==> config.mk <==
export PLATFORM = sky130hd
export DESIGN_NAME = fnd_scan_driver_flat
export DESIGN_NICKNAME = d
export VERILOG_FILES = /design/src/rtl/fnd_scan_if.sv /design/src/rtl/fnd_scan_driver.sv /design/src/flat_wrapper.sv
export SDC_FILE = /design/constraint.sdc
export NUM_CORES = 1
export LEC_CHECK = 0
export ABC_AREA = 1
export BUFFER_PORTS_ARGS = -buffer_cell sky130_fd_sc_hd__buf_4
export CAP_MARGIN = 20
export CORE_MARGIN = 3
export CORE_UTILIZATION = 45
export CTS_BUF_LIST = sky130_fd_sc_hd__clkbuf_8
export CTS_CLUSTER_DIAMETER = 80
export CTS_CLUSTER_SIZE = 28
export DETAILED_ROUTE_END_ITERATION = 12
export PLACE_DENSITY_LB_ADDON = 0.25
export SYNTH_ARGS = -nofsm -noshare
export SYNTH_HDL_FRONTEND = slang
export SYNTH_SLANG_ARGS = --single-unit
export TNS_END_PERCENT = 100
==> constraint.sdc <==
create_clock -name clk -period 1.6 [get_ports clk]
set_input_delay 0.08 -clock clk [delete_from_list [all_inputs] [get_ports clk]]
set_output_delay 0.08 -clock clk [all_outputs]
set_load 0.1 [all_outputs]
==> src/rtl/fnd_scan_if.sv <==
// fnd_if: digit source to scan driver bundle (BCD digits, decimal points, controls, 7-seg outputs)
interface fnd_if #(parameter int DIGITS = 8);
  logic [4*DIGITS-1:0] bcd_in;
  logic [DIGITS-1:0]   dp_in;
  logic                lz_blank;
  logic                blank_all;
  logic [7:0]          seg;
  logic [DIGITS-1:0]   fnd_row;
  logic                frame_done;
  modport master (output bcd_in, dp_in, lz_blank, blank_all, input seg, fnd_row, frame_done);
  modport slave (input bcd_in, dp_in, lz_blank, blank_all, output seg, fnd_row, frame_done);
endinterface

==> src/rtl/fnd_scan_driver.sv <==
// fnd_scan_driver: time-multiplexed 7-seg scan with dead time, leading-zero blanking and per-frame snapshot
module fnd_scan_driver #(
  parameter int DIGITS       = 8,
  parameter int SCAN_DIV     = 1024,
  parameter int BLANK_CYCLES = 16
) (
  input logic clk,
  input logic rst,
  fnd_if.slave bus
);
  localparam int IW = $clog2(DIGITS);
  localparam int PW = $clog2(SCAN_DIV);
  localparam logic [6:0] seg_lut [16] = '{
    7'b1111110, 7'b0110000, 7'b1101101, 7'b1111001, 7'b0110011, 7'b1011011, 7'b1011111, 7'b1110000,
    7'b1111111, 7'b1111011, 7'b1110111, 7'b0011111, 7'b1001110, 7'b0111101, 7'b1001111, 7'b1000111
  };
  logic [PW-1:0]       ph;
  logic [IW-1:0]       idx;
  logic [4*DIGITS-1:0] sh_bcd;
  logic [DIGITS-1:0]   sh_dp;
  logic                sh_lz;
  logic [DIGITS-1:0]   lz_mask;
  logic                zero_run;
  logic [3:0]          dig;
  logic                lit;
  logic                last_ph;
  logic                last_idx;
  logic [7:0]          seg_d;
  logic [DIGITS-1:0]   row_d;
  assign last_ph  = ph == PW'(SCAN_DIV - 1);
  assign last_idx = idx == IW'(DIGITS - 1);
  // lz_mask[i] marks digits that are zero along with every higher digit; digit 0 stays visible
  always_comb begin
    zero_run = 1'b1;
    lz_mask  = '0;
    for (int i = DIGITS - 1; i > 0; i--) begin
      zero_run   = zero_run & (sh_bcd[4*i +: 4] == 4'd0);
      lz_mask[i] = zero_run;
    end
    dig   = sh_bcd[4*idx +: 4];
    lit   = !bus.blank_all && ph >= PW'(BLANK_CYCLES);
    seg_d = lit ? {(sh_lz && lz_mask[idx]) ? 7'd0 : seg_lut[dig], sh_dp[idx]} : 8'd0;
    row_d = lit ? DIGITS'(1) << idx : '0;
  end
  always_ff @(posedge clk) begin
    if (!rst) begin
      ph             <= '0;
      idx            <= '0;
      sh_bcd         <= '0;
      sh_dp          <= '0;
      sh_lz          <= 1'b0;
      bus.seg        <= '0;
      bus.fnd_row    <= '0;
      bus.frame_done <= 1'b0;
    end else begin
      ph <= last_ph ? '0 : ph + 1'b1;
      if (last_ph) idx <= last_idx ? '0 : idx + 1'b1;
      if (ph == '0 && idx == '0) begin
        sh_bcd <= bus.bcd_in;
        sh_dp  <= bus.dp_in;
        sh_lz  <= bus.lz_blank;
      end
      bus.seg        <= seg_d;
      bus.fnd_row    <= row_d;
      bus.frame_done <= last_ph && last_idx;
    end
  end
endmodule

==> src/flat_wrapper.sv <==
// flat-port wrapper written by rule: the top's interface ports become plain ports
module fnd_scan_driver_flat 
#(
  parameter int DIGITS       = 8,
  parameter int SCAN_DIV     = 1024,
  parameter int BLANK_CYCLES = 16
)
  (clk, rst, bus_bcd_in, bus_dp_in, bus_lz_blank, bus_blank_all, bus_seg, bus_fnd_row, bus_frame_done);
  fnd_if #(.DIGITS(DIGITS)) bus_i ();
  input logic clk;
  input logic rst;
  input wire logic [$bits(bus_i.bcd_in)-1:0] bus_bcd_in;
  input wire logic [$bits(bus_i.dp_in)-1:0] bus_dp_in;
  input wire logic [$bits(bus_i.lz_blank)-1:0] bus_lz_blank;
  input wire logic [$bits(bus_i.blank_all)-1:0] bus_blank_all;
  output wire logic [$bits(bus_i.seg)-1:0] bus_seg;
  output wire logic [$bits(bus_i.fnd_row)-1:0] bus_fnd_row;
  output wire logic [$bits(bus_i.frame_done)-1:0] bus_frame_done;
  assign bus_i.bcd_in = bus_bcd_in;
  assign bus_i.dp_in = bus_dp_in;
  assign bus_i.lz_blank = bus_lz_blank;
  assign bus_i.blank_all = bus_blank_all;
  assign bus_seg = bus_i.seg;
  assign bus_fnd_row = bus_i.fnd_row;
  assign bus_frame_done = bus_i.frame_done;
  fnd_scan_driver #(.DIGITS(DIGITS), .SCAN_DIV(SCAN_DIV), .BLANK_CYCLES(BLANK_CYCLES)) u_core (.clk(clk), .rst(rst), .bus(bus_i));
endmodule
* Yosys cells after proc, flatten, opt, wreduce, memory -nomap -nowiden
Memory sizes are Yosys's and may differ from the RTL's. A register that Yosys moved wholly into a read port is not among the register bits.
Index checks and enable logic that the tools add are counted.
** Word-level totals
- Output and inout bits :: 17
- Input port bits :: 44
- Bits in read-only memories :: 112
- Logic and storage cells :: 48
- Register bits after elaboration :: 64
- Memories :: 1
** Memories
- (no name shown) :: words 16, width 7, read ports 1, clocked after memory_dff 1, write ports 0, line fnd_scan_driver.sv:42 : seg_d = lit ? {(sh_lz && lz_mask[idx]) ? 7'd0 : seg_lut[dig], sh_dp[idx]} : 8'd0;
** Cells by class
- $add $sub $neg :: 2
- Multiplexer cells :: 5
- Shift operators :: 2
- Reduce and logical (&&, ||, !) cells :: 17
- $lt $le $gt $ge :: 2
- Equality and inequality tests :: 2
- Bitwise operators :: 9
** Operators by type and width (number)
- $shiftx 32x6->4 :: 1
- $logic_not 4->1 :: 7
- $add 10x1->10 const B :: 1
- $eq 10x10->1 const B :: 1
- $ge 10x5->1 const B :: 1
- $logic_not 10->1 :: 1
- $shl 1x3->8 const A :: 1
- $and 1x1->1 :: 6
- $bmux 1 s3 :: 2
- $not 4->5 :: 1
- $logic_and 1x1->1 :: 4
- $lt 3x4->1 const B :: 1
- $add 3x1->3 const B :: 1
- $eq 3x3->1 const B :: 1
- $logic_not 3->1 :: 1
- $mux 3 :: 1
- $reduce_or 3->1 :: 1
- $mux 1 :: 2
- $not 1->1 :: 2
- $reduce_and 2->1 :: 1
- $reduce_or 2->1 :: 1
- $logic_not 1->1 :: 1

* Longest topological paths before layout
Gate-level depths: netlist of the first run.
- Depth after elaboration :: 11
- Depth in mapped cells :: 14
- Depth with buffers taken out :: 13

* Worst setup path before layout of the first run
No wires, ideal clock.
- Path kind :: flip-flop to flip-flop
- From :: reg u_core.idx[0]
- To :: reg u_core.bus.seg[4]
- Setup time :: 0.112 ns
- Buffers on the path :: 2
- Arrival time :: 1.589 ns
- Cell stages (with the launch flop) :: 14
- Data required time :: 1.488 ns
- Slack :: -0.101 ns
- Period minus slack after synthesis :: 1.701 ns
- Cells stage by stage :: dfxtp_1 -> buf_6 -> buf_8 -> nand2_1 -> o211ai_1 -> nand2_1 -> nand2_1 -> nand2_2 -> inv_1 -> ha_1 -> nand2_1 -> nand3_1 -> nand2_1 -> nor2_1
** On the way
- Cells in the longest elaborated chain, start to end :: 4
- Elaborated cells between the ends (all ways) :: 6
- Those cells by class :: shift: 1; mux: 2; bitwise: 1; reduce/logical: 2
** Ends and longest elaborated chain
- start, declared :: line fnd_scan_driver.sv:18 : logic [IW-1:0] idx;
- start signal, assigned :: line fnd_scan_driver.sv:57 : if (last_ph) idx <= last_idx ? '0 : idx + 1'b1;
- parallel branches: the longest is 4 deep, another holds $shiftx 32x6->4
- end, declared :: line fnd_scan_if.sv:11 : modport slave (input bcd_in, dp_in, lz_blank, blank_all, output seg, fnd_row, frame_done);
Several ways; the timed one is not identified. The select of a mux whose other input is x is not followed.
A chain may end at the register's enable or synchronous reset.

* Final worst setup path of the first run
Ends and elaborated chain as after synthesis.

==> impl_summary.md, run 1 <==
Run status
The flow ran to the end, but the final reports show violations. The final reports fail on negative hold slack, negative setup slack.

STA
Based on the critical path, the design can be clocked at up to 586 MHz. Setup repair after global routing could not meet its margin everywhere. In this run the tightest slew margin relative to its limit is between 70% and 80%. The final-report max-slew violation count is 0. The slew of the pin with the lowest slew margin is between 0.3 and 0.4 ns.

Of the available clock period, the critical path in the final layout requires 107%. The count of endpoints failing setup in the final report is 26. The tightest hold path in the finished design has a slack of -0.0185 ns. After layout, the worst setup slack is -0.108 ns.

The clock period minus final worst setup slack is about 1.7 ns. The clock arrives with about 0.0096 ns of skew. The total count of hold-check failures in the final report is 4.

Place
The HPWL after detailed placement is 5.86 mm. The routability congestion estimate is a little under 0.9. The post-detailed-placement cell area is roughly 4100 µm².

The number of port buffers is 60.

Final layout
The final antenna diode count is 0. The number of nets in the final layout is between 600 and 700. Of the cells placed in the final design, the portion with a size suffix greater than 1 is 31.7%.

The area added between synthesis and finish is 43.3%. The final non-filler cell area is 4950 µm².

Synth
The proportion of synthesized chip area in sequential cells is between 40 and 50%. After synthesis, the cell types taking the most area are sky130_fd_sc_hd__dfxtp_1, sky130_fd_sc_hd__nor2_1, sky130_fd_sc_hd__nand2_1. During synthesis, Yosys emitted a total of 0 warnings. Yosys mapped the design onto 36 distinct sky130hd cell types. Counting flops with an async set or reset pin after synthesis yields a share of 0%. Counting flops with a built-in enable in the synthesized netlist gives 0. The library cell with the largest summed area after synthesis is sky130_fd_sc_hd__dfxtp_1. After synthesis, the mean cell area works out to 7.31 µm². Synthesis produced a netlist with a net count of roughly 530. The synthesized netlist occupies a cell area of 3460 µm².

The dominant cell by count in the synthesized netlist is sky130_fd_sc_hd__nor2_1. The register bit count reported by yosys is 71. The share of the synthesized area in the top cell type is 41.1%. The count of mapped cells out of synthesis is about 470. By count the netlist is led by sky130_fd_sc_hd__nor2_1, sky130_fd_sc_hd__nand2_1, sky130_fd_sc_hd__dfxtp_1, sky130_fd_sc_hd__o21ai_0, sky130_fd_sc_hd__inv_1. The top flip-flop cell by instance count after synthesis is sky130_fd_sc_hd__dfxtp_1.

GRT
For this run the aggregate overflow at the end of global routing stands at 0. The global-route usage over all layers is 19.3%. The first global-routing pass estimated 13.5 mm of wire. The via count of the first global-routing pass is 3,071. The maximum number of pins on one net before global-route repair is 32. The initial antenna violation count is 0.

Power and ir drop
Dividing total power by cell area gives a power density of 878 nW/µm². The total chip power is 4.35 mW. The worst ir drop on vdd is 0.571 mV.

The analysis attributes to cell leakage a power of 2.22 nW.

Detailed routing
The post-detailed-route count of antenna-violating nets is 0. The via density per instance is 4.89. After detailed routing, the number of remaining DRC violations is 0. After detailed routing, the average wire length per cell comes to 12.7 µm.

For this block, the via count after detailed routing is between 3,000 and 4,000. The first detailed-routing pass took 4 iterations. The total length of routed wires is 8.70 mm. After the first detailed-routing iteration, the DRC count stood at 110.

CTS
Clock-pin slew was measured on the worst setup and hold paths at approximately 0.07 ns. The H-tree depth is 3. At the later pin of the worst-skew pair, clock insertion delay measures 0.34 ns.

TritonCTS built the clock tree. The deepest clock path buffer count is 2. The tree is rooted in a sky130_fd_sc_hd__clkbuf_8. Counting the buffers created by CTS gives 9. The CTS sink count is 71.

Setup path
The required time at the worst-slack endpoint is 1.88 ns. At the worst endpoint, the arrival time is 1.99 ns. The setup check on the worst reg-to-reg path leaves a slack of -0.11 ns. The capturing element type of the critical path is a flop. Along the worst path, the maximum fanout reaches 5.

In this run the critical register-to-register path is launched from u_core.idx[0]$_SDFFE_PN0P_. The worst setup path is launched from a flop. In this run the critical register-to-register path is captured at u_core.bus.seg[4]$_SDFF_PP0_. Counting cells, the worst reg-to-reg path comes to 11. The setup path with the least slack is of type flop to flop.

Worst hold path
The worst hold endpoint is u_core.sh_bcd[24]$_SDFFE_PN0P_. The startpoint of the most critical hold path is bus_bcd_in[24]. The worst hold path was traced through 3 stages. The worst min-delay path class is input pin to flop.

Die
a little over 60 I/O pins were placed. The area of the core is 7370 µm². From left edge to right edge, the die measures 93.6 µm. The floorplan has 31 rows. Once the floorplan was initialized, standard cells occupied between 40% and 50% of the core. The chip height is ~94 µm. The floorplan step defined a die boundary enclosing 8770 µm².

Job
The number of max-capacitance violations reported is 0.
[stage by stage]
stage	instances	worst slack, ns	TNS (ns)	util [%]
2_1_floorplan	473	-0.0177	-0.0177	-
3_3_place_gp	635	0.00212	0	55.3
3_5_place_dp	635	-0.0351	-0.0733	55.3
4_1_cts	671	-0.0188	-0.0375	61.0
5_1_grt	685	-0.196	-3.09	67.2
6_report	685	-0.108	-0.704	67.2
[sequential cells by signal, indices dropped and copies added (netlist names)]
signal,cells
u_core.idx,3
u_core.bus.seg,8
u_core.sh_lz,1
u_core.sh_dp,8
u_core.bus.fnd_row,8
u_core.sh_bcd,32
u_core.ph,10
u_core.bus.frame_done,1
[layout make-up]
type | instances | area (µm²)
Fill cell | 616 | 2420
Multi-Input combinational cell | 330 | 1910
Sequential cell | 71 | 1430
Timing Repair Buffer | 119 | 1080
Inverter | 51 | 211
Clock buffer | 10 | 138
Tap cell | 99 | 124
Clock inverter | 5 | 58.8
[cells by family (layout without fill, tap and decap cells)]
kind of cell	Yosys count	after routing	share of synthesized area, %
xor gates and xnor gates	2	2	0.507
buffers and inverters	73	185	10.0
DFF	71	71	41.1
adders and majority gates	14	14	5.07
AOI/OAI and AO/OA	92	92	14.7
and+or+nand+nor	221	222	28.5
[critical path, cell delays in order, from the launching register on]
cell and delay (ns):
sky130_fd_sc_hd__dfxtp_4 0.42, sky130_fd_sc_hd__clkbuf_16 0.17, sky130_fd_sc_hd__nand2_4 0.05, sky130_fd_sc_hd__o211ai_1 0.09
sky130_fd_sc_hd__nand3_1 0.15, sky130_fd_sc_hd__nand2_4 0.16, sky130_fd_sc_hd__inv_4 0.07, sky130_fd_sc_hd__ha_4 0.16
sky130_fd_sc_hd__buf_4 0.13, sky130_fd_sc_hd__o21ai_2 0.11, sky130_fd_sc_hd__nor2_1 0.06, sky130_fd_sc_hd__nor2_1 0.09
[report_power, final]
part	leakage, nW	internal [mW]	switching [mW]	total (mW)
logic	1.54	0.441	0.515	0.956
clock network	0.0944	0.753	0.661	1.41
registers	0.585	1.90	0.0787	1.98
total	2.22	3.09	1.25	4.35
[cells in the final DEF, fill, tap and decap left out, types with 2 or more instances in the layout]
master,synthesis,final
sky130_fd_sc_hd__inv_2,5,6
sky130_fd_sc_hd__dfxtp_1,71,68
sky130_fd_sc_hd__ha_1,14,9
sky130_fd_sc_hd__nand2_2,10,17
sky130_fd_sc_hd__nand2_1,78,66
sky130_fd_sc_hd__o21ai_0,48,14
sky130_fd_sc_hd__nor2_1,86,85
sky130_fd_sc_hd__buf_4,4,83
sky130_fd_sc_hd__o211ai_1,6,6
sky130_fd_sc_hd__dfxtp_2,0,2
sky130_fd_sc_hd__nand4_1,2,2
sky130_fd_sc_hd__buf_12,0,3
sky130_fd_sc_hd__clkbuf_16,0,4
sky130_fd_sc_hd__nor3_1,2,2
sky130_fd_sc_hd__ha_4,0,4
sky130_fd_sc_hd__dlygate4sd3_1,0,20
sky130_fd_sc_hd__o22ai_1,2,2
sky130_fd_sc_hd__nor3_4,0,2
sky130_fd_sc_hd__nand3_1,30,28
sky130_fd_sc_hd__nand3_2,3,5
sky130_fd_sc_hd__or2_2,2,2
sky130_fd_sc_hd__buf_6,5,7
sky130_fd_sc_hd__clkinvlp_4,0,2
sky130_fd_sc_hd__a21oi_1,27,27
sky130_fd_sc_hd__o21ai_1,4,24
sky130_fd_sc_hd__o21ai_2,1,15
sky130_fd_sc_hd__nand2_4,1,6
sky130_fd_sc_hd__nand3_4,2,2
sky130_fd_sc_hd__clkbuf_8,0,10
sky130_fd_sc_hd__inv_1,46,42
[timing repair]
action	CTS	global route
setup buffers	2	6
hold buffers	19	1
cloned	0	7
endpoints found under the setup margin	7	59
endpoints found under the hold margin	19	1
resized for setup	6	100
pin swaps	3	29
[worst max path at each step]
stage                                           from                      endpoint  cells past startpoint
after floorplan           u_core.idx[0]$_SDFFE_PN0P_  u_core.bus.seg[4]$_SDFF_PP0_                     13
after global placement    u_core.idx[0]$_SDFFE_PN0P_  u_core.bus.seg[1]$_SDFF_PP0_                     12
after detailed placement  u_core.idx[1]$_SDFFE_PN0P_  u_core.bus.seg[4]$_SDFF_PP0_                     11
after CTS                 u_core.idx[0]$_SDFFE_PN0P_  u_core.bus.seg[1]$_SDFF_PP0_                     13
after global routing      u_core.idx[0]$_SDFFE_PN0P_  u_core.bus.seg[4]$_SDFF_PP0_                     11
final                     u_core.idx[0]$_SDFFE_PN0P_  u_core.bus.seg[4]$_SDFF_PP0_                     11
[layer usage]
| metal | part of all wire [%] | wire (µm) | GRT usage (%) |
|---|---|---|---|
| met5 | 0 | 0 | 0 |
| met4 | 2.6 | 224 | 8.66 |
| met3 | 5.2 | 454 | 4.02 |
| met2 | 50 | 4350 | 32.3 |
| met1 | 42 | 3670 | 23.8 |
No activity file was read; power rests on OpenSTA's default activity.
==> run 2, diff against run 1 <==
--- a/config.mk
+++ b/config.mk
@@ -6,9 +6,8 @@
 export NUM_CORES = 1
 export LEC_CHECK = 0
 export ABC_AREA = 1
-export BUFFER_PORTS_ARGS = -buffer_cell sky130_fd_sc_hd__buf_4
+export BUFFER_PORTS_ARGS = -buffer_cell sky130_fd_sc_hd__buf_2
 export CAP_MARGIN = 20
-export CORE_MARGIN = 3
 export CORE_UTILIZATION = 45
 export CTS_BUF_LIST = sky130_fd_sc_hd__clkbuf_8
 export CTS_CLUSTER_DIAMETER = 80
==> impl_summary.md, run 2 (same netlist as run 1, synthesis figures left out) <==
Run status
Status: finished with violations (unchanged). Violations in the final reports: negative hold slack, negative setup slack (unchanged).

Setup path
The cell at the slowest stage of the critical path is sky130_fd_sc_hd__dfxtp_4 (unchanged). The count of buffer and inverter cells on the critical path was 4 (was 3). The number of cells on the worst reg-to-reg path was 13 (was 11). The capturing element type of the critical path is a flop (unchanged). The critical-path maximum fanout is 13 (was 5). The cell depth of the worst setup path is 13 (was 11). The critical path launch point type is a flop (unchanged). The launch instance of the worst register-to-register path is u_core.idx[0]$_SDFFE_PN0P_ (unchanged). The data arrival time of the worst path came to 1.91 ns (was 1.99 ns).

Critical path, cell by cell: buf_12, nand2_1, o211ai_1, nand2_1, nand2_2, nand2_4, inv_4, buf_4, ha_1, inv_1, nor2_1, nor2_1, nor2_1 (was clkbuf_16, nand2_4, o211ai_1, nand3_1, nand2_4, inv_4, ha_4, buf_4, o21ai_2, nor2_1, nor2_1). The register-to-register setup slack is -0.07 ns (was -0.11 ns). The worst reg2reg path endpoint is u_core.bus.seg[2]$_SDFF_PP0_ (was u_core.bus.seg[4]$_SDFF_PP0_). The path type of the worst setup path is flop to flop (unchanged).

The required time at the worst-slack endpoint is 1.84 ns (was 1.88 ns). The top cell family by delay on the critical path is simple AND/OR/NAND/NOR gates (unchanged). The critical path's most frequent cell is sky130_fd_sc_hd__nor2_1.

The maximum cell stage delay along the critical path came to 0.38 ns (was 0.42 ns).

GRT
The global-route usage over all layers came to 22.6% (was 19.3%). The global-route wire length before repair was 13.9 mm (was 13.5 mm). The maximum number of pins on one net before global-route repair is 48 (was 32).

The remaining global-route overflow was 0 (unchanged). The initial antenna violation count is 0 (unchanged). The via count of the first global-routing pass is 3,114 (was 3,071).

Final layout
Commonest non-fill, non-tap cells in the layout: sky130_fd_sc_hd__nor2_1, sky130_fd_sc_hd__nand2_1, sky130_fd_sc_hd__dfxtp_1 (was sky130_fd_sc_hd__nor2_1, sky130_fd_sc_hd__buf_4, sky130_fd_sc_hd__dfxtp_1). The register bank with the most flops is u_core.sh_bcd (unchanged). The number of nets in the final layout came to 647 (was 640).

The final non-filler cell area is 5140 µm² (was 4950 µm²). Registers with the most flip-flops: u_core.sh_bcd: 32 flops, u_core.ph: 10 flops (unchanged). The final antenna diode count is 0 (unchanged). The core utilization of the finished layout is 70.1% (was 67.2%). The most common cell after layout, fill and taps aside is sky130_fd_sc_hd__nor2_1 (unchanged).

The number of flip-flops under the largest register name is 32 (unchanged). The count of non-filler cells in the finished layout came to 693 (was 685). The area added between synthesis and finish is 48.8% (was 43.3%). The share of final-layout standard cells stronger than drive strength 1 is 39.2% (was 31.7%).

Place
The post-detailed-placement cell area is 3960 µm² (was 4080 µm²). The routability congestion estimate is 0.822 (was 0.869). The placed cell count came to 636 (was 635). The number of port buffers is 60 (unchanged). The HPWL after detailed placement came to 5.67 mm (was 5.86 mm).

STA
The worst setup skew after layout is 0.0123 ns (was 0.00962 ns). The final setup slack of the worst path is -0.0726 ns (was -0.108 ns). The total count of hold-check failures in the final report came to 4 (unchanged).

The slew of the pin with the lowest slew margin is 0.805 ns (was 0.338 ns). The final-report max-slew violation count is 0 (unchanged). The final hold slack is -0.00451 ns (was -0.0185 ns). The fraction of the cycle the final worst path needs is 105% (was 107%).

The count of endpoints failing setup in the final report came to 14 (was 26). Unrepaired setup endpoints after global routing: true (unchanged). The relative slew slack was 46.3% (was 77.5%). The clock period minus final worst setup slack came to 1.67 ns (was 1.71 ns). The maximum achievable frequency was 598 MHz (was 586 MHz).

Detailed routing
The number of optimization iterations in the first detailed-route pass came to 4 (unchanged). The number of DRC markers after the initial detailed-route iteration came to 222 (was 110). The total length of routed wires is 9.70 mm (was 8.70 mm).

The post-detailed-route count of antenna-violating nets is 0 (unchanged). The via count is 3,505 (was 3,351). The via density per instance came to 5.06 (was 4.89).

The wire length per cell after detailed routing was 14.0 µm (was 12.7 µm). The DRC violation count after routing is 0 (unchanged).

Power and ir drop
The total power divided by cell area came to 958 nW/µm² (was 878 nW/µm²). The worst ir drop on vdd was 0.601 mV (was 0.571 mV). The leakage power summed over all cells is 2.29 nW (was 2.22 nW).

Die
The starting utilization of the core area was 47.1% (was 46.9%). The site row count is 31 (unchanged). The chip width is 89.6 µm (was 93.6 µm).

The top-level I/O count is 61 (unchanged). The area of the die is 8030 µm² (was 8770 µm²). The area of the core is 7330 µm² (was 7370 µm²).

The chip height is 89.6 µm (was 93.6 µm).

CTS
The deepest clock path buffer count is 2 (unchanged). The root buffer cell is sky130_fd_sc_hd__clkbuf_8 (unchanged). The CTS sink count is 71 (unchanged). The H-tree depth is 3 (unchanged). The clock buffer count from CTS was 9 (unchanged). The clock input transition at the sequential cells of the worst setup and hold paths is 0.08 ns (was 0.07 ns). The TritonCTS clock tree was yes (unchanged). The clock latency on the worst-skew pair is 0.35 ns (was 0.34 ns).

Worst hold path
The worst hold endpoint is u_core.sh_bcd[2]$_SDFFE_PN0P_ (was u_core.sh_bcd[24]$_SDFFE_PN0P_). The instance count along the most critical hold path is 3 (unchanged). The worst min-delay path class is input pin to flop (unchanged). The startpoint of the most critical hold path was bus_bcd_in[2] (was bus_bcd_in[24]).

Job
The number of max-capacitance violations reported came to 0 (unchanged).
run 2: cell count changes in the layout (fill, tap and decap cells not counted), sizes merged:
cell         change
buf              +5
bufinv           +2
clkinvlp         -2
inv              +2
clkbuf           -1
dlygate4sd3      +2
run 2: cell type report:
cell class              count  area, µm²
clock buffers               9        124
clock inverters             7        128
fillers                   557       2190
inverters                  51        209
multi-input cells         330       2120
flip-flops and latches     71       1440
well taps                  99        124
repair buffers            126       1000
run 2: how the worst max path moves through the flow:
stage,end,from,slack (ns)
global route,u_core.bus.seg[4]$_SDFF_PP0_,u_core.idx[0]$_SDFFE_PN0P_,-0.23
floorplan,u_core.bus.seg[4]$_SDFF_PP0_,u_core.idx[0]$_SDFFE_PN0P_,-0.02
CTS,u_core.bus.seg[2]$_SDFF_PP0_,u_core.idx[0]$_SDFFE_PN0P_,-0.05
finish,u_core.bus.seg[2]$_SDFF_PP0_,u_core.idx[0]$_SDFFE_PN0P_,-0.07
detailed placement,u_core.bus.seg[1]$_SDFF_PP0_,u_core.idx[0]$_SDFFE_PN0P_,-0.07
global placement,u_core.bus.seg[1]$_SDFF_PP0_,u_core.idx[0]$_SDFFE_PN0P_,-0.04
run 2: metrics by stage:
| stage | hold slack, ns | setup TNS [ns] | total power [mW] | worst slack (ns) |
|---|---|---|---|---|
| after global routing | -0.00717 | -3.17 | 5.17 | -0.228 |
| after CTS | 0.00383 | -0.282 | 4.58 | -0.0484 |
| after global placement | 0.315 | -0.168 | 2.69 | -0.0375 |
| after detailed placement | 0.318 | -0.321 | 2.71 | -0.0713 |
| final | -0.00451 | -0.431 | 4.93 | -0.0726 |
| after floorplan | 0.228 | -0.0177 | 2.49 | -0.0177 |
run 2: per-layer routing:
| layer | vias up | wire length (µm) | global-route usage [%] |
|---|---|---|---|
| li1 | 1751 | - | - |
| met1 | 1592 | 4030 | 28.3 |
| met2 | 132 | 4910 | 37.9 |
| met3 | 30 | 408 | 3.75 |
| met4 | 0 | 360 | 10.7 |
| met5 | - | 0 | 0 |
run 2: timing repair:
item / 4_1_cts / 5_1_grt
buffers inserted: 4 / 5
hold buffers: 22 / 0
pin swaps: 8 / 19
cloned: 1 / 9
hold endpoints to repair: 22 / 0
setup endpoints to repair: 8 / 53
resized for setup: 20 / 134
run 2: tightest hold or removal path, delay by kind of cell:
kind | cells | cell delay, ns
AOI/OAI and AO/OA | 2 | 0.14
buffers and inverters | 1 | 0.09
run 2: report_power, final:
| group | internal, mW | leakage [nW] | switching (mW) |
|---|---|---|---|
| combinational | 0.525 | 1.57 | 0.638 |
| clock | 1.06 | 0.126 | 0.729 |
| sequential | 1.90 | 0.586 | 0.0798 |
| total | 3.48 | 2.29 | 1.45 |
==> run 3, diff against run 2 <==
--- a/config.mk
+++ b/config.mk
@@ -14,6 +14,7 @@
 export CTS_CLUSTER_SIZE = 28
 export DETAILED_ROUTE_END_ITERATION = 12
 export PLACE_DENSITY_LB_ADDON = 0.25
+export RECOVER_POWER = 25
 export SYNTH_ARGS = -nofsm -noshare
 export SYNTH_HDL_FRONTEND = slang
 export SYNTH_SLANG_ARGS = --single-unit
==> impl_summary.md, run 3 (same netlist as run 1, synthesis figures left out) <==
Run status
Status: finished with violations (unchanged). Violations in the final reports: negative hold slack, negative setup slack (unchanged).

STA
The final setup TNS is -0.433 ns (was -0.431 ns). The final-report max-slew violation count is 0 (unchanged). Unrepaired setup endpoints after global routing: true (unchanged). The clock period minus final worst setup slack came to 1.67 ns (about the same).

The final setup slack of the worst path is -0.0727 ns (was -0.0726 ns). The count of endpoints failing setup in the final report is 14 (unchanged). The worst setup skew after layout was 0.0116 ns (was 0.0123 ns). The total count of hold-check failures in the final report is 4 (unchanged). The maximum achievable frequency is 598 MHz (about the same). The fraction of the cycle the final worst path needs came to 105% (about the same). The slew of the pin with the lowest slew margin is 0.805 ns (about the same). The relative slew slack is 46.3% (about the same).

The final hold slack is -0.00362 ns (was -0.00451 ns).

Worst hold path
The startpoint of the most critical hold path is bus_bcd_in[2] (unchanged). The instance count along the most critical hold path is 3 (unchanged). The worst min-delay path class is input pin to flop (unchanged).

The worst hold endpoint is u_core.sh_bcd[2]$_SDFFE_PN0P_ (unchanged).

Die
The starting utilization of the core area is 47.1% (unchanged). The area of the die is 8030 µm² (unchanged). The chip width is 89.6 µm (unchanged). The area of the core came to 7330 µm² (unchanged). The top-level I/O count came to 61 (unchanged).

The chip height is 89.6 µm (unchanged). The site row count was 31 (unchanged).

Final layout
The area of combinational cells with multiple inputs came to 2120 µm² (unchanged). Registers with the most flip-flops: u_core.sh_bcd: 32 flops, u_core.ph: 10 flops (unchanged). The number of nets in the final layout is 647 (unchanged). The core utilization of the finished layout is 70.1% (unchanged). The share of final-layout standard cells stronger than drive strength 1 is 39.2% (unchanged).

The final antenna diode count came to 0 (unchanged). The register bank with the most flops is u_core.sh_bcd (unchanged). The filler cell count came to 557 (unchanged). The number of flip-flops under the largest register name is 32 (unchanged).

The most common cell after layout, fill and taps aside is sky130_fd_sc_hd__nor2_1 (unchanged). Commonest non-fill, non-tap cells in the layout: sky130_fd_sc_hd__nor2_1, sky130_fd_sc_hd__nand2_1, sky130_fd_sc_hd__dfxtp_1 (unchanged). The area added between synthesis and finish is 48.8% (unchanged). The total area of sequential cells came to 1440 µm² (unchanged).

CTS
The TritonCTS clock tree is yes (unchanged). The clock buffer count from CTS came to 9 (unchanged). The root buffer cell is sky130_fd_sc_hd__clkbuf_8 (unchanged). The deepest clock path buffer count was 2 (unchanged).

The clock input transition at the sequential cells of the worst setup and hold paths came to 0.08 ns (about the same). The CTS sink count is 71 (unchanged). The H-tree depth was 3 (unchanged). The clock latency on the worst-skew pair is 0.35 ns (about the same).

Place
The pre-CTS setup slack is -0.0713 ns (unchanged). The number of port buffers is 60 (unchanged). The routability congestion estimate is 0.822 (unchanged). The HPWL after detailed placement is 5.67 mm (unchanged).

Power and ir drop
The leakage power summed over all cells came to 2.28 nW (was 2.29 nW). The worst ir drop on vdd is 0.602 mV (was 0.601 mV). The total power divided by cell area is 958 nW/µm² (about the same).

GRT
The maximum number of pins on one net before global-route repair is 48 (unchanged). The via count of the first global-routing pass came to 3,114 (unchanged). The remaining global-route overflow is 0 (unchanged). The global-route usage over all layers is 22.6% (unchanged). The initial antenna violation count is 0 (unchanged).

The global-route wire length before repair is 13.9 mm (unchanged).

Setup path
The required time at the worst-slack endpoint is 1.84 ns (about the same). The worst reg2reg path endpoint was u_core.bus.seg[2]$_SDFF_PP0_ (unchanged). The critical path launch point type is a flop (unchanged). The launch instance of the worst register-to-register path is u_core.idx[0]$_SDFFE_PN0P_ (unchanged). The number of cells on the worst reg-to-reg path is 13 (unchanged). The critical-path maximum fanout came to 13 (unchanged). The path type of the worst setup path is flop to flop (unchanged). The register-to-register setup slack is -0.07 ns (about the same).

The capturing element type of the critical path is a flop (unchanged). The data arrival time of the worst path was 1.91 ns (about the same).

Detailed routing
The via count is 3,507 (was 3,505). The number of DRC markers after the initial detailed-route iteration was 222 (unchanged). The wire length per cell after detailed routing came to 14.0 µm (about the same). The via density per instance is 5.06 (about the same). The total length of routed wires is 9.69 mm (was 9.70 mm). The total met3 wirelength after detailed routing is 410 µm (was 408 µm). The post-detailed-route count of antenna-violating nets is 0 (unchanged). The wire length on met1 is 4.01 mm (was 4.03 mm). The amount of wire on met2 after detailed routing is 4.93 mm (was 4.91 mm). The top layer used by detailed routing is met4 (unchanged). The number of optimization iterations in the first detailed-route pass is 4 (unchanged). The DRC violation count after routing is 0 (unchanged).

Job
The number of max-capacitance violations reported is 0 (unchanged).
-- run 3: stage by stage --
stage	instance area (µm²)	power [mW]	std cells
after floorplan	3460	2.49	473
after global placement	3960	2.69	636
after detailed placement	3960	2.71	636
after CTS	4570	4.58	679
after global routing	5140	5.17	693
final	5140	4.93	693
-- run 3: routing by layer --
metal  up-vias  GRT usage, %
met4         0          10.7
met5         -             0
met3        29          3.75
met1      1595          28.3
li1       1751             -
met2       132          37.9
-- run 3: repair_timing --
action                                  4_1_cts  5_1_grt
hold endpoints to repair                     22        0
gates resized for setup                      20      134
cloned                                        1        9
hold buffers                                 22        0
pin swaps                                     8       19
endpoints found under the setup margin        8       53
setup buffers                                 4        5
-- run 3: worst max-delay path by stage --
stage	from	to	slack, ns	cells after the start
floorplan	u_core.idx[0]$_SDFFE_PN0P_	u_core.bus.seg[4]$_SDFF_PP0_	-0.02	13
global placement	u_core.idx[0]$_SDFFE_PN0P_	u_core.bus.seg[1]$_SDFF_PP0_	-0.04	13
detailed placement	u_core.idx[0]$_SDFFE_PN0P_	u_core.bus.seg[1]$_SDFF_PP0_	-0.07	13
CTS	u_core.idx[0]$_SDFFE_PN0P_	u_core.bus.seg[2]$_SDFF_PP0_	-0.05	13
global route	u_core.idx[0]$_SDFFE_PN0P_	u_core.bus.seg[4]$_SDFF_PP0_	-0.23	11
finish	u_core.idx[0]$_SDFFE_PN0P_	u_core.bus.seg[2]$_SDFF_PP0_	-0.07	13
-- run 3: final cells by class --
type                            count  share of cell area (%)
Sequential cell                    71                    27.9
Clock inverter                      7                    2.48
Tap cell                           99                    2.41
Timing Repair Buffer              126                    19.5
Clock buffer                        9                    2.41
Multi-Input combinational cell    330                    41.2
Inverter                           51                    4.06
-- run 3: critical path, stage by stage (launching register included) --
cell and delay [ns]:
sky130_fd_sc_hd__dfxtp_4 0.38, sky130_fd_sc_hd__buf_12 0.15, sky130_fd_sc_hd__nand2_1 0.07, sky130_fd_sc_hd__o211ai_1 0.08
sky130_fd_sc_hd__nand2_1 0.10, sky130_fd_sc_hd__nand2_2 0.07, sky130_fd_sc_hd__nand2_4 0.13, sky130_fd_sc_hd__inv_4 0.07
sky130_fd_sc_hd__buf_4 0.13, sky130_fd_sc_hd__ha_1 0.18, sky130_fd_sc_hd__inv_1 0.05, sky130_fd_sc_hd__nor2_1 0.04
sky130_fd_sc_hd__nor2_1 0.09, sky130_fd_sc_hd__nor2_1 0.04
-- run 3: power breakdown --
part	switching [mW]	internal, mW	total, mW
clock	0.728	1.06	1.78
combinational	0.638	0.525	1.16
sequential	0.0800	1.90	1.98
total	1.45	3.48	4.93
